`config.mk`:
```
export PLATFORM = sky130hd
export DESIGN_NAME = pipeline_ctrl
export DESIGN_NICKNAME = d
export VERILOG_FILES = /design/src/rtl/pipeline_ctrl.sv
export SDC_FILE = /design/constraint.sdc
export NUM_CORES = 1
export LEC_CHECK = 0
export ABC_AREA = 1
export CORE_UTILIZATION = 42
export DETAILED_ROUTE_END_ITERATION = 8
export GPL_TIMING_DRIVEN = 1
export HOLD_SLACK_MARGIN = 0.12
export MAX_ROUTING_LAYER = met4
export PLACE_DENSITY = 0.76
export SYNTH_ARGS = -nofsm -noshare
export SYNTH_HDL_FRONTEND = slang
export SYNTH_SLANG_ARGS = --single-unit
```
`constraint.sdc`:
```
create_clock -name clk -period 4.2 [get_ports clk]
set_input_delay 0.84 -clock clk [delete_from_list [all_inputs] [get_ports clk]]
set_output_delay 0.84 -clock clk [all_outputs]
set_load 0.02 [all_outputs]
```
`src/rtl/pipeline_ctrl.sv`:
```
// Pipeline control sequencer: turns stall/redirect/trap requests into PC and
// pipeline-register enables and flushes, with a post-trap drain FSM and counters.
module pipeline_ctrl #(
    parameter int DRAIN_CYCLES = 2,
    parameter int STALL_LIMIT  = 8,
    parameter int CNT_W        = 32
) (
    input  logic             clk,
    input  logic             rst,
    input  logic [3:0]       stall_C,
    input  logic             branch_taken_exe,
    input  logic             exc_req_mem,
    output logic             pc_we,
    output logic             pc_sel_exc,
    output logic             if_id_we,
    output logic             if_id_flush,
    output logic             id_exe_flush,
    output logic             exe_mem_flush,
    output logic [CNT_W-1:0] stall_cnt,
    output logic [CNT_W-1:0] flush_cnt,
    output logic             stall_timeout,
    output logic [1:0]       state_o
);

    // Stall unit encodings; every other code means no stall
    localparam logic [3:0] EXE_STALL = 4'b0100;
    localparam logic [3:0] MEM_STALL = 4'b1000;

    typedef enum logic [1:0] {
        RUN   = 2'd0,
        STALL = 2'd1,
        REDIR = 2'd2,
        DRAIN = 2'd3
    } state_t;

    state_t           state_q, state_d;
    logic [3:0]       drain_q, drain_d;
    logic [7:0]       run_q, run_d;
    logic [CNT_W-1:0] stall_cnt_q, stall_cnt_d;
    logic [CNT_W-1:0] flush_cnt_q, flush_cnt_d;
    logic             timeout_q, timeout_d;

    logic exc_eff;
    logic stall;
    logic stall_app;
    logic in_drain;

    always_comb begin
        in_drain  = (state_q == DRAIN);
        exc_eff   = exc_req_mem && !in_drain;
        stall     = (stall_C == EXE_STALL) || (stall_C == MEM_STALL);
        stall_app = stall && !exc_eff && !branch_taken_exe;

        pc_we         = 1'b1;
        pc_sel_exc    = 1'b0;
        if_id_we      = 1'b1;
        if_id_flush   = 1'b0;
        id_exe_flush  = 1'b0;
        exe_mem_flush = 1'b0;
        if (exc_eff) begin
            pc_sel_exc    = 1'b1;
            if_id_flush   = 1'b1;
            id_exe_flush  = 1'b1;
            exe_mem_flush = 1'b1;
        end else if (branch_taken_exe) begin
            if_id_flush  = 1'b1;
            id_exe_flush = 1'b1;
        end else if (stall) begin
            pc_we        = 1'b0;
            if_id_we     = 1'b0;
            id_exe_flush = 1'b1;
        end
        // Younger instructions behind a trap must never reach MEM
        if (in_drain) begin
            exe_mem_flush = 1'b1;
        end

        drain_d = drain_q;
        if (exc_eff) begin
            state_d = DRAIN;
            drain_d = 4'(DRAIN_CYCLES - 1);
        end else if (in_drain && drain_q != 4'd0) begin
            state_d = DRAIN;
            drain_d = drain_q - 4'd1;
        end else if (branch_taken_exe) begin
            state_d = REDIR;
        end else if (stall) begin
            state_d = STALL;
        end else begin
            state_d = RUN;
        end

        stall_cnt_d = stall_cnt_q;
        if (stall_app && stall_cnt_q != '1) begin
            stall_cnt_d = stall_cnt_q + 1'b1;
        end
        flush_cnt_d = flush_cnt_q;
        if ((exc_eff || branch_taken_exe) && flush_cnt_q != '1) begin
            flush_cnt_d = flush_cnt_q + 1'b1;
        end

        run_d = 8'd0;
        if (stall_app) begin
            run_d = (run_q == 8'(STALL_LIMIT)) ? run_q : run_q + 8'd1;
        end
        timeout_d = timeout_q || (run_d == 8'(STALL_LIMIT));
    end

    always_ff @(posedge clk or posedge rst) begin
        if (rst) begin
            state_q     <= RUN;
            drain_q     <= 4'd0;
            run_q       <= 8'd0;
            stall_cnt_q <= '0;
            flush_cnt_q <= '0;
            timeout_q   <= 1'b0;
        end else begin
            state_q     <= state_d;
            drain_q     <= drain_d;
            run_q       <= run_d;
            stall_cnt_q <= stall_cnt_d;
            flush_cnt_q <= flush_cnt_d;
            timeout_q   <= timeout_d;
        end
    end

    assign stall_cnt     = stall_cnt_q;
    assign flush_cnt     = flush_cnt_q;
    assign stall_timeout = timeout_q;
    assign state_o       = state_q;

endmodule

```
-- Yosys cells after proc, flatten, opt, wreduce, memory -nomap -nowiden
Index checks and enable logic that the tools add are counted.
W data, S select, Z words.
- bits of input ports: 8
- logic and storage cells: 49
- latch bits: 0
- RAM bits: 0
- flip-flop bits (word level): 79
- ROM bits: 0
- memories: 0
- add/subtract/negate cells: 4
- divide/modulo/power cells: 0
- bitwise operators: 0
- reduce and logical (&&, ||, !) cells: 14
- shift operators: 0
- eq/ne operators: 7
- muxes and demuxes: 18
- magnitude comparators: 0
- $mul: 0
- operators by type and width (operator ; count):
    $add A32 B1 Y32 const B ; 2
    $ne A32 B32 Y1 const B ; 2
    $eq A8 B4 Y1 const B ; 2
    $mux W8 ; 2
    $mux W1 ; 11
    $add A8 B1 Y8 const B ; 1
    $mux W4 ; 2
    $logic_and A1 B1 Y1 ; 6
    $mux W2 ; 3
    $eq A4 B3 Y1 const B ; 1
    $eq A4 B4 Y1 const B ; 1
    $reduce_bool A4 Y1 ; 1
    $sub A4 B1 Y4 const B ; 1
    $logic_not A1 Y1 ; 3
    $logic_or A1 B1 Y1 ; 3
    $eq A2 B2 Y1 const B ; 1
    $reduce_bool A2 Y1 ; 1

-- Depth between registers and ports, before layout
Gate-level depths: netlist of run 1.
- word-level depth: 9
- gate-level depth with buffers: 12

-- Worst setup path after synthesis of run 1
Ideal clock, no wire load.
- path type: input-to-output
- start: input stall_C[1]
- end: output pc_we
- stages on the path: 5
- path slack: 1786 ps
- arrival: 1574 ps
- cell sequence: nor2_1 -> nand3_1 -> nor2_8 -> inv_2 -> buf_4
- longest elaborated chain between the ends: 5
- elaborated cells between the ends (all ways): 6
- RTL lines (what ; RTL line ; source):
    start: declaration ; 10 ; input logic [3:0] stall_C,
    $eq A4 B3 Y1 / $eq A4 B4 Y1 (equally long branches) ; 51 ; stall = (stall_C == EXE_STALL) || (stall_C == MEM_STALL);
    $logic_or A1 B1 Y1 * ; 51 ;
    $mux W1 * (3 in series) ; - ;
    end: declaration ; 13 ; output logic pc_we,
Mark *: on every way between the ends. The rest lies on a longest branch, timed or not.

-- Worst setup path after layout of run 1
- start: input stall_C[2]
- end: output pc_we
- longest elaborated chain between the ends: 5
- elaborated cells between the ends (all ways): 6
- RTL lines (what ; RTL line ; source):
    $eq A4 B3 Y1 / $eq A4 B4 Y1 (equally long branches) ; 51 ;
    $logic_or A1 B1 Y1 * ; 51 ;
    $mux W1 * ; 68 ; end else if (stall) begin
    $mux W1 * ; 65 ; end else if (branch_taken_exe) begin
    $mux W1 * ; 60 ; if (exc_eff) begin
Marked as above.

==> out/results.tsv, run 1 <==
metric	value	unit
synth_largest_area_cell	dfrtp_1	
floorplan.die.width	112	um
final_max_slew_viol_count	0	
grt_antenna_before_repair	0	
antenna_left	0	
synth.cells.most_frequent	381 x nand2_1, 102 x nor2_1, 79 x dfrtp_1, 51 x inv_1, 30 x nand3_1	
crit_type	primary input to output pin	
rsz0062_at_grt	no	
grt_pass1_vias	4412	
post_synth_inst_count	775	
cp_data_arrival_time	2.48	ns
clkTransAtPathRegs	0.06	ns
yosysMostFrequentCell	nand2_1	
first_iter_violations	286	
finalSetupTns	0	ns
fin_worst_skew	0.00530	ns
worst_ir_drop_vdd	257	uV
crit_path_max_fanout	9	
leakagePower	2.84	nW
clock_sink_count	79	
routabilityCongestion	0.960	
asyncSetResetFlopFracSynth	1.00	
finalNetCount	869	
tritoncts.num_buffers	9	
synthesis.area	5090	sq um
path_common_cell	clkdlybuf4s50_1	
post-route-drc-count	4	
initial_core_utilization	0.439	
chipHeight	112	um
critPathRequiredTime	3.36	ns
synth_top_cells_by_area	dfrtp_1 39%, nand2_1 28%, nor2_1 7.5%	
min_period_over_period	0.790	
holdBufCountCts	0	
io_buffers	80	
drt_pass1_iterations	9	
yosys_warnings	0	
ys.flop_type	dfrtp_1	
global_route_wire_length_before_repair	21600	um
post_synth.cell_area_avg	6.57	sq um
globalRoute.totalOverflow	0	
cts_buffer_depth	2	
tightestPinTransition	0.621	ns
yosysSeqAreaShare	0.388	
tritoncts_clock_tree	built	
synth_cell_type_count	29	
number_of_endpoints_with_negative_hold_slack_in_the_final_report	0	
cts_setup_buffers	0	
rows	39	
period_needed	3.32	ns
regToRegSetupSlack	1.85	ns
grt_max_degree	38	
clock-root-buffer	clkbuf_16	
cts_resized	0	
critical_path_slowest_stage_cell	clkdlybuf4s50_1	
core_area	11600	sq um
worstSetupEndpointType	output pin	
num_io_pins	81	
route.vias.total	4953	
detailedPlacementHpwl	9580	um
flow.area_growth_from_synthesis	23.8	%
timing.slew.headroom	0.584	
class_of_the_most_critical_hold_timing_path	flip-flop to flip-flop	
max_cap_violations	0	
synth-seq-cells	79	
floorplan.die_area	12600	sq um
via_per_inst	4.93	
critPathLaunchType	primary input	
synth_edf_count	0	
failed_checks	DRC	
finalPower	0.00237	W
cts.htree.levels	3	
max_freq	302	MHz
power.density_cell_area	376	nW/um^2
antenna_cells	0	
synth_top_area_share	0.388	
totalWireLength	12900	um
setup-violations-final	0	
outcome	finished, violations left	
drive_above_1_share	0.0511	
groute.usage.overall	0.224	
cpPeakStageDelay	0.54	ns
clock_insertion_delay_worst_skew	0.34	ns
syn_nets	788	
wl_per_cell	12.8	um
worst_path_cell_trace	clkdlybuf4s50_1 -> inv_1 -> nand2_1 -> nand3_1 -> nor2_8 -> inv_2 -> clkdlybuf4s50_1	
per-layer routing:
metal  vias up  GRT usage  routed length, um
met3        18     0.0443                630
li1       2556          -                  -
met5         -          -                  0
met4         0     0.0773                251
met1      2254      0.316               6510
met2       125      0.319               5480
power breakdown:
group / internal (W) / switching, W
Clock: 0.000494 / 0.000322
Sequential: 0.000844 / 0.000104
Combinational: 0.000246 / 0.000361
Total: 0.00158 / 0.000787
layout make-up:
class	instances	area (sq um)
clock buffers	12	256
fillers	1177	5310
repair buffers	83	823
flip-flops and latches	79	1980
multi-input cells	625	2800
inverters	58	221
well taps	143	179
clock inverters	4	53.8
layout by cell type (no fill, tap or decap), types with 5 or more instances in the layout:
cell type / netlist / routed
nand2_1: 381 / 381
nor2_1: 102 / 102
clkdlybuf4s50_1: 0 / 80
dfrtp_1: 79 / 79
inv_1: 51 / 50
nand3_1: 30 / 30
xnor2_1: 19 / 19
nand3b_1: 14 / 14
o21ai_0: 13 / 13
xor2_1: 12 / 12
nor3_1: 10 / 10
o21ai_1: 10 / 10
clkbuf_16: 0 / 9
nand4_1: 7 / 7
inv_2: 6 / 6
ha_1: 5 / 5
registers in the layout, summed over array words and instances (netlist names):
name,cells
stall_cnt,32
state_o,2
flush_cnt,32
stall_timeout,1
run_q,8
drain_q,4
critical path, delay by kind of cell:
kind | cells | cell delay, ns
buffers and inverters | 4 | 1.15
AND/OR/NAND/NOR | 3 | 0.48
kinds of logic after synthesis:
| group | synth area share |
|---|---|
| and+or+nand+nor | 0.454 |
| adders and majority gates | 0.0123 |
| DFF | 0.388 |
| xor gates and xnor gates | 0.0533 |
| AOI/OAI and AO/OA | 0.0290 |
| buffers and inverters | 0.0631 |
per-stage QoR:
step / area, sq um / worst slack (ns) / hold WS [ns] / instances / util
after floorplan: 5090 / 1.34 / 0.477 / 775 / -
after global placement: 6000 / 0.894 / 0.451 / 988 / 0.516
after detailed placement: 6000 / 0.861 / 0.463 / 988 / 0.516
after CTS: 6310 / 0.865 / 0.479 / 1004 / 0.543
after global routing: 6310 / 0.783 / 0.492 / 1004 / 0.543
final: 6310 / 0.884 / 0.469 / 1004 / 0.543
path summary, 6_finish.rpt:
kind / depth (start not counted) / from / to
hold reg to reg: 2 / stall_timeout / stall_timeout
hold / removal: 2 / stall_timeout / stall_timeout
max in group asynchronous: 3 / rst / flush_cnt[26]
setup / recovery: 7 / stall_C[2] / pc_we
min in group asynchronous: 2 / rst / stall_timeout
setup reg to reg: 10 / flush_cnt[0] / flush_cnt[26]
(Power assumes the default switching activity.)
==> run 2: changes to the inputs <==
==> constraint.sdc (replaced) <==
create_clock -name clk -period 3.1 [get_ports clk]
set_input_delay 0.62 -clock clk [delete_from_list [all_inputs] [get_ports clk]]
set_output_delay 0.62 -clock clk [all_outputs]
set_load 0.02 [all_outputs]
==> out/results.tsv, run 2 (synthesis gave the netlist of run 1 again) <==
metric	value	unit	change
worst_hold_slack	0.466	ns	was 0.469 ns
fin_worst_skew	0.00646	ns	was 0.00530 ns
final_common_cell	nand2_1		unchanged
globalRoute.totalOverflow	0		unchanged
clock-root-buffer	clkbuf_16		unchanged
clkTransAtPathRegs	0.06	ns	about the same
critPathRequiredTime	2.48	ns	was 3.36 ns
tritoncts_clock_tree	built		unchanged
grt_max_degree	47		was 38
crit_path_max_fanout	6		was 9
class_of_the_most_critical_hold_timing_path	flip-flop to flip-flop		unchanged
outcome	finished, violations left		unchanged
path_common_cell	clkdlybuf4s50_1		unchanged
first_iter_violations	418		was 286
cts_setup_buffers	0		unchanged
io_buffers	80		unchanged
cts.htree.levels	3		unchanged
timing.slew.headroom	0.474		was 0.584
max_freq	359	MHz	
tightestPinTransition	0.789	ns	was 0.621 ns
cts_resized	0		unchanged
clock_sink_count	79		unchanged
levels_on_crit_path	6		was 7
critPathLaunchType	primary input		unchanged
num_io_pins	81		unchanged
antenna_left	0		unchanged
detailedPlacementHpwl	9540	um	was 9580 um
antenna_cells	0		unchanged
timing.hold.worst.start	stall_timeout		unchanged
grt_antenna_before_repair	0		unchanged
routabilityCongestion	0.936		was 0.960
max_cap_violations	0		unchanged
number_of_endpoints_with_negative_hold_slack_in_the_final_report	0		unchanged
floorplan.die_area	12600	sq um	unchanged
core_area	11600	sq um	unchanged
power.density_cell_area	493	nW/um^2	was 376 nW/um^2
chipHeight	112	um	unchanged
flow.area_growth_from_synthesis	23.6	%	was 23.8%
groute.usage.overall	0.222		was 0.224
cts_buffer_depth	2		unchanged
via_per_inst	4.93		about the same
finalNetCount	873		was 869
r2r_cells	9		was 10
place.detailed.instances	992		was 988
tritoncts.num_buffers	9		unchanged
final_max_slew_viol_count	0		unchanged
min_period_over_period	0.897		
grt_pass1_vias	4459		was 4,412
route.vias.total	4953		unchanged
leakagePower	2.85	nW	was 2.84 nW
worst_r2r_startpoint	flush_cnt[0]		unchanged
critPathTopFamily	buffers and inverters		unchanged
rows	39		unchanged
critical_path_slowest_stage_cell	clkdlybuf4s50_1		unchanged
drive_above_1_share	0.0534		was 0.0511
utilization	0.542		was 0.543
holdPathStages	2		unchanged
wl_per_cell	12.6	um	was 12.8 um
failed_checks	DRC		unchanged
setup-violations-final	0		unchanged
holdBufCountCts	0		unchanged
floorplan.die.width	112	um	unchanged
cpPeakStageDelay	0.62	ns	was 0.54 ns
totalWireLength	12700	um	was 12,900 um
period_needed	2.78	ns	
clock_insertion_delay_worst_skew	0.35	ns	was 0.34 ns
setup.worst_path.start	exc_req_mem		was stall_C[2]
final_cell_mix	381 x nand2_1, 102 x nor2_1, 80 x clkdlybuf4s50_1		unchanged
worstSetupEndpointType	output pin		unchanged
global_route_wire_length_before_repair	21600	um	about the same
cp_data_arrival_time	2.16	ns	was 2.48 ns
post-route-drc-count	6		was 4
worst_ir_drop_vdd	348	uV	was 257 uV
finalPower	0.00311	W	was 0.00237 W
path_buf_inv	3		was 4
initial_core_utilization	0.439		unchanged
crit_type	primary input to output pin		unchanged
post_layout_nonfiller_instances	1005		was 1,004
fill_cells	1155		was 1,177
worst_path_cell_trace	clkdlybuf4s50_1 -> nand2_2 -> nand2_4 -> nor2_8 -> inv_2 -> clkdlybuf4s50_1		was clkdlybuf4s50_1 -> inv_1 -> nand2_1 -> nand3_1 -> nor2_8 -> inv_2 -> clkdlybuf4s50_1
finalSetupTns	0	ns	unchanged
drt_pass1_iterations	9		unchanged
rsz0062_at_grt	no		unchanged
## run 2: changes by cell type in the layout (fill, tap and decap cells not counted)
cell / change
clkbuf_1: -1
clkinv_2: +1
buf_4: +4
bufinv_16: -1
clkinv_4: -1
clkinvlp_4: -2
clkbuf_8: +1
## run 2: area by class of cell
| class | count | area, sq um | area share |
|---|---|---|---|
| Inverter | 58 | 221 | 0.0352 |
| Clock inverter | 1 | 5.00 | 0.000795 |
| Clock buffer | 12 | 267 | 0.0423 |
| Timing Repair Buffer | 87 | 853 | 0.135 |
| Multi-Input combinational cell | 625 | 2800 | 0.444 |
| Tap cell | 143 | 179 | 0.0284 |
| Sequential cell | 79 | 1980 | 0.314 |
## run 2: per-layer routing
metal | up-vias | GRT usage | share of wire
met1 | 2231 | 0.307 | 0.51
li1 | 2558 | - | -
met3 | 16 | 0.0400 | 0.049
met4 | 0 | 0.0871 | 0.017
met5 | - | - | 0
met2 | 148 | 0.325 | 0.43
## run 2: final timing paths
path	to	slack, ns
max	pc_we	0.32
min	stall_timeout	0.47
max reg2reg	flush_cnt[5]	0.92
min reg2reg	stall_timeout	0.47
max in group asynchronous	stall_cnt[4]	1.71
min in group asynchronous	stall_timeout	0.72
## run 2: stage by stage
step	setup slack, ns	area [sq um]
2_1_floorplan	0.457	5090
3_3_place_gp	0.309	6030
3_5_place_dp	0.301	6030
4_1_cts	0.294	6300
5_1_grt	0.197	6300
6_report	0.318	6300
## run 2: tightest hold or removal path: cells and delay by family (launching register included)
kind / cells / cell delay (ns)
simple gates: 1 / 0.05
flops: 1 / 0.34
buf+inv: 1 / 0.05
## run 2: power by group
group | switching [W] | internal [W] | total [W]
registers | 0.000139 | 0.00114 | 0.00128
clock network | 0.000403 | 0.000593 | 0.000996
logic | 0.000488 | 0.000338 | 0.000826
==> run 3: changes to the inputs <==
--- a/config.mk
+++ b/config.mk
@@ -5,13 +5,13 @@
 export SDC_FILE = /design/constraint.sdc
 export NUM_CORES = 1
 export LEC_CHECK = 0
-export ABC_AREA = 1
 export CORE_UTILIZATION = 42
 export DETAILED_ROUTE_END_ITERATION = 8
 export GPL_TIMING_DRIVEN = 1
 export HOLD_SLACK_MARGIN = 0.12
 export MAX_ROUTING_LAYER = met4
-export PLACE_DENSITY = 0.76
+export PLACE_DENSITY = 0.78
+export SKIP_CTS_REPAIR_TIMING = 1
 export SYNTH_ARGS = -nofsm -noshare
 export SYNTH_HDL_FRONTEND = slang
 export SYNTH_SLANG_ARGS = --single-unit
==> out/results.tsv, run 3 <==
metric	value	unit	change
outcome	finished, final reports clean		was finished, violations left
globalRoute.totalOverflow	0		unchanged
setup.worst_path.start	exc_req_mem		unchanged
num_io_pins	81		unchanged
yosysMostFrequentCell	dfrtp_1		was nand2_1
synth-seq-cells	79		unchanged
synth_largest_area_cell	dfrtp_1		unchanged
floorplan.die_area	9900	sq um	was 12,600 sq um
setup-violations-final	0		unchanged
synth-adder-area-share	0.0157		was 0.0123
post_layout_nonfiller_instances	607		was 1,005
worst_r2r_startpoint	flush_cnt[12]		was flush_cnt[0]
routabilityCongestion	0.876		was 0.936
post_synth.cell_area_avg	10.4	sq um	was 6.57 sq um
io_buffers	80		unchanged
crit_type	primary input to output pin		unchanged
fin_worst_skew	0.00938	ns	was 0.00646 ns
antenna_left	0		unchanged
core_area	9240	sq um	was 11,600 sq um
post_synth_inst_count	385		was 775
synthSimpleGateAreaFrac	0.268		was 0.454
finalSetupTns	0	ns	unchanged
synth_xor_xnor_area_share	0.154		was 0.0533
route.vias.total	3259		was 4,953
multiplexer_area_fraction_after_synthesis	0.00564		was 0
ys.flop_type	dfrtp_1		unchanged
synth.cells.most_frequent	79 x dfrtp_1, 35 x xnor2_1, 35 x xor2_1, 31 x nand2_1, 28 x nand4_1		was 381 x nand2_1, 102 x nor2_1, 79 x dfrtp_1, 51 x inv_1, 30 x nand3_1
timing.slew.headroom	0.458		was 0.474
regToRegSetupSlack	0.95	ns	was 0.92 ns
grt_pass1_vias	3221		was 4,459
min_period_over_period	0.966		was 0.897
final_cell_mix	80 x clkdlybuf4s50_1, 79 x dfrtp_1, 35 x xnor2_1, 35 x xor2_1, 31 x nand2_1		was 381 x nand2_1, 102 x nor2_1, 80 x clkdlybuf4s50_1
synth_edf_count	0		unchanged
synth_compound_gate_area_share	0.0376		was 0.0290
yosys_warnings	0		unchanged
class_of_the_most_critical_hold_timing_path	flip-flop to flip-flop		unchanged
rsz0062_at_grt	no		unchanged
first_iter_violations	153		was 418
syn_nets	398		was 788
antenna_cells	0		unchanged
max_cap_violations	0		unchanged
final_max_slew_viol_count	0		unchanged
floorplan.die.width	99.5	um	was 112 um
worst_ir_drop_vdd	466	uV	was 348 uV
cp-endpoint	id_exe_flush		was pc_we
groute.usage.overall	0.202		was 0.222
timing.rr.end	flush_cnt[1]		was flush_cnt[5]
critPathRequiredTime	2.48	ns	about the same
worst_hold_slack	0.486	ns	was 0.466 ns
wl_per_cell	14.8	um	was 12.6 um
grt_max_degree	42		was 47
synth_cell_type_count	48		was 29
critPathLaunchType	primary input		unchanged
totalWireLength	8970	um	was 12,700 um
asyncSetResetFlopFracSynth	1.00		unchanged
power.density_cell_area	541	nW/um^2	was 493 nW/um^2
cts.htree.levels	3		unchanged
drt_pass1_iterations	4		was 9
clock_sink_count	79		unchanged
tritoncts.num_buffers	9		unchanged
clock-root-buffer	clkbuf_8		was clkbuf_16
cp_data_arrival_time	2.38	ns	was 2.16 ns
synth_top_area_share	0.495		was 0.388
crit_path_max_fanout	6		unchanged
finalNetCount	486		was 873
place.detailed.instances	591		was 992
worstSetupEndpointType	output pin		unchanged
yosysSeqAreaShare	0.495		was 0.388
initial_core_utilization	0.432		was 0.439
number_of_endpoints_with_negative_hold_slack_in_the_final_report	0		unchanged
clkTransAtPathRegs	0.08	ns	was 0.06 ns
leakagePower	2.26	nW	was 2.85 nW
grt_antenna_before_repair	0		unchanged
r2r_cells	4		was 9
chipHeight	99.5	um	was 112 um
post-route-drc-count	0		was 6
rows	35		was 39
final_common_cell	clkdlybuf4s50_1		was nand2_1
clock_insertion_delay_worst_skew	0.35	ns	about the same
drive_above_1_share	0.0837		was 0.0534
max_freq	334	MHz	was 359 MHz
via_per_inst	5.37		was 4.93
synth_top_family_by_area	simple AND/OR/NAND/NOR gates		unchanged
detailedPlacementHpwl	6380	um	was 9540 um
tritoncts_clock_tree	built		unchanged
global_route_wire_length_before_repair	15400	um	was 21,600 um
synthesis.area	3990	sq um	was 5090 sq um
flow.area_growth_from_synthesis	30.2	%	was 23.6%
tightestPinTransition	0.806	ns	was 0.789 ns
cts_buffer_depth	2		unchanged
synth_top_cells_by_area	dfrtp_1 50%, xnor2_1 7.7%, xor2_1 7.7%		was dfrtp_1 39%, nand2_1 28%, nor2_1 7.5%
period_needed	3.00	ns	was 2.78 ns
## run 3: critical path: stages
cell	delay (ns)
clkdlybuf4s50_1	0.41
a21bo_2	0.24
inv_2	0.06
buf_4	0.15
nor2_1	0.25
nand2_1	0.11
clkdlybuf4s50_1	0.55
## run 3: layout make-up
cell class	instances	area, sq um
fillers	798	4040
inverters	12	45.0
multi-input cells	285	1920
flip-flops and latches	79	1980
well taps	129	161
clock buffers	11	131
repair buffers	86	858
clock inverters	5	106
## run 3: cell families (layout without fill, tap and decap cells)
| group | after synthesis | count (layout) |
|---|---|---|
| AO/OA/AOI/OAI | 24 | 24 |
| XOR/XNOR | 70 | 70 |
| adder cells (fa/ha/maj) | 5 | 5 |
| buffers and inverters | 21 | 114 |
| flip-flops | 79 | 79 |
| multiplexers | 2 | 2 |
| AND/OR/NAND/NOR | 184 | 184 |
## run 3: layer usage
metal / up-vias / track usage / share of wire
met1: 1578 / 0.270 / 0.46
met2: 127 / 0.302 / 0.47
met3: 14 / 0.0408 / 0.059
li1: 1540 / - / -
met4: 0 / 0.0837 / 0.014
met5: - / - / 0
## run 3: stage by stage
stage / power, W / setup WS (ns) / area (sq um) / util
after global placement: 0.00192 / 0.127 / 4960 / 0.537
after floorplan: 0.00164 / 0.457 / 3990 / -
after detailed placement: 0.00193 / 0.106 / 4960 / 0.537
final: 0.00281 / 0.105 / 5200 / 0.563
after global routing: 0.00297 / 0.00915 / 5200 / 0.563
after CTS: 0.00284 / 0.0987 / 5200 / 0.563
## run 3: where the power goes
group	total, W	internal [W]	switching (W)	leakage [nW]
Clock	0.000913	0.000537	0.000375	0.114
Combinational	0.000651	0.000305	0.000346	1.07
Sequential	0.00125	0.00113	0.000120	1.07
Total	0.00281	0.00197	0.000841	2.26
## run 3: worst min-delay path by stage
stage / start / depth (start not counted) / to / slack, ns
after floorplan: drain_q[0] / 1 / drain_q[0] / 0.47
after global placement: stall_timeout / 1 / stall_timeout / 0.47
after detailed placement: stall_timeout / 1 / stall_timeout / 0.48
after CTS: stall_cnt[28] / 1 / stall_cnt[28] / 0.49
after global routing: stall_cnt[28] / 1 / stall_cnt[28] / 0.51
final: stall_timeout / 1 / stall_timeout / 0.49
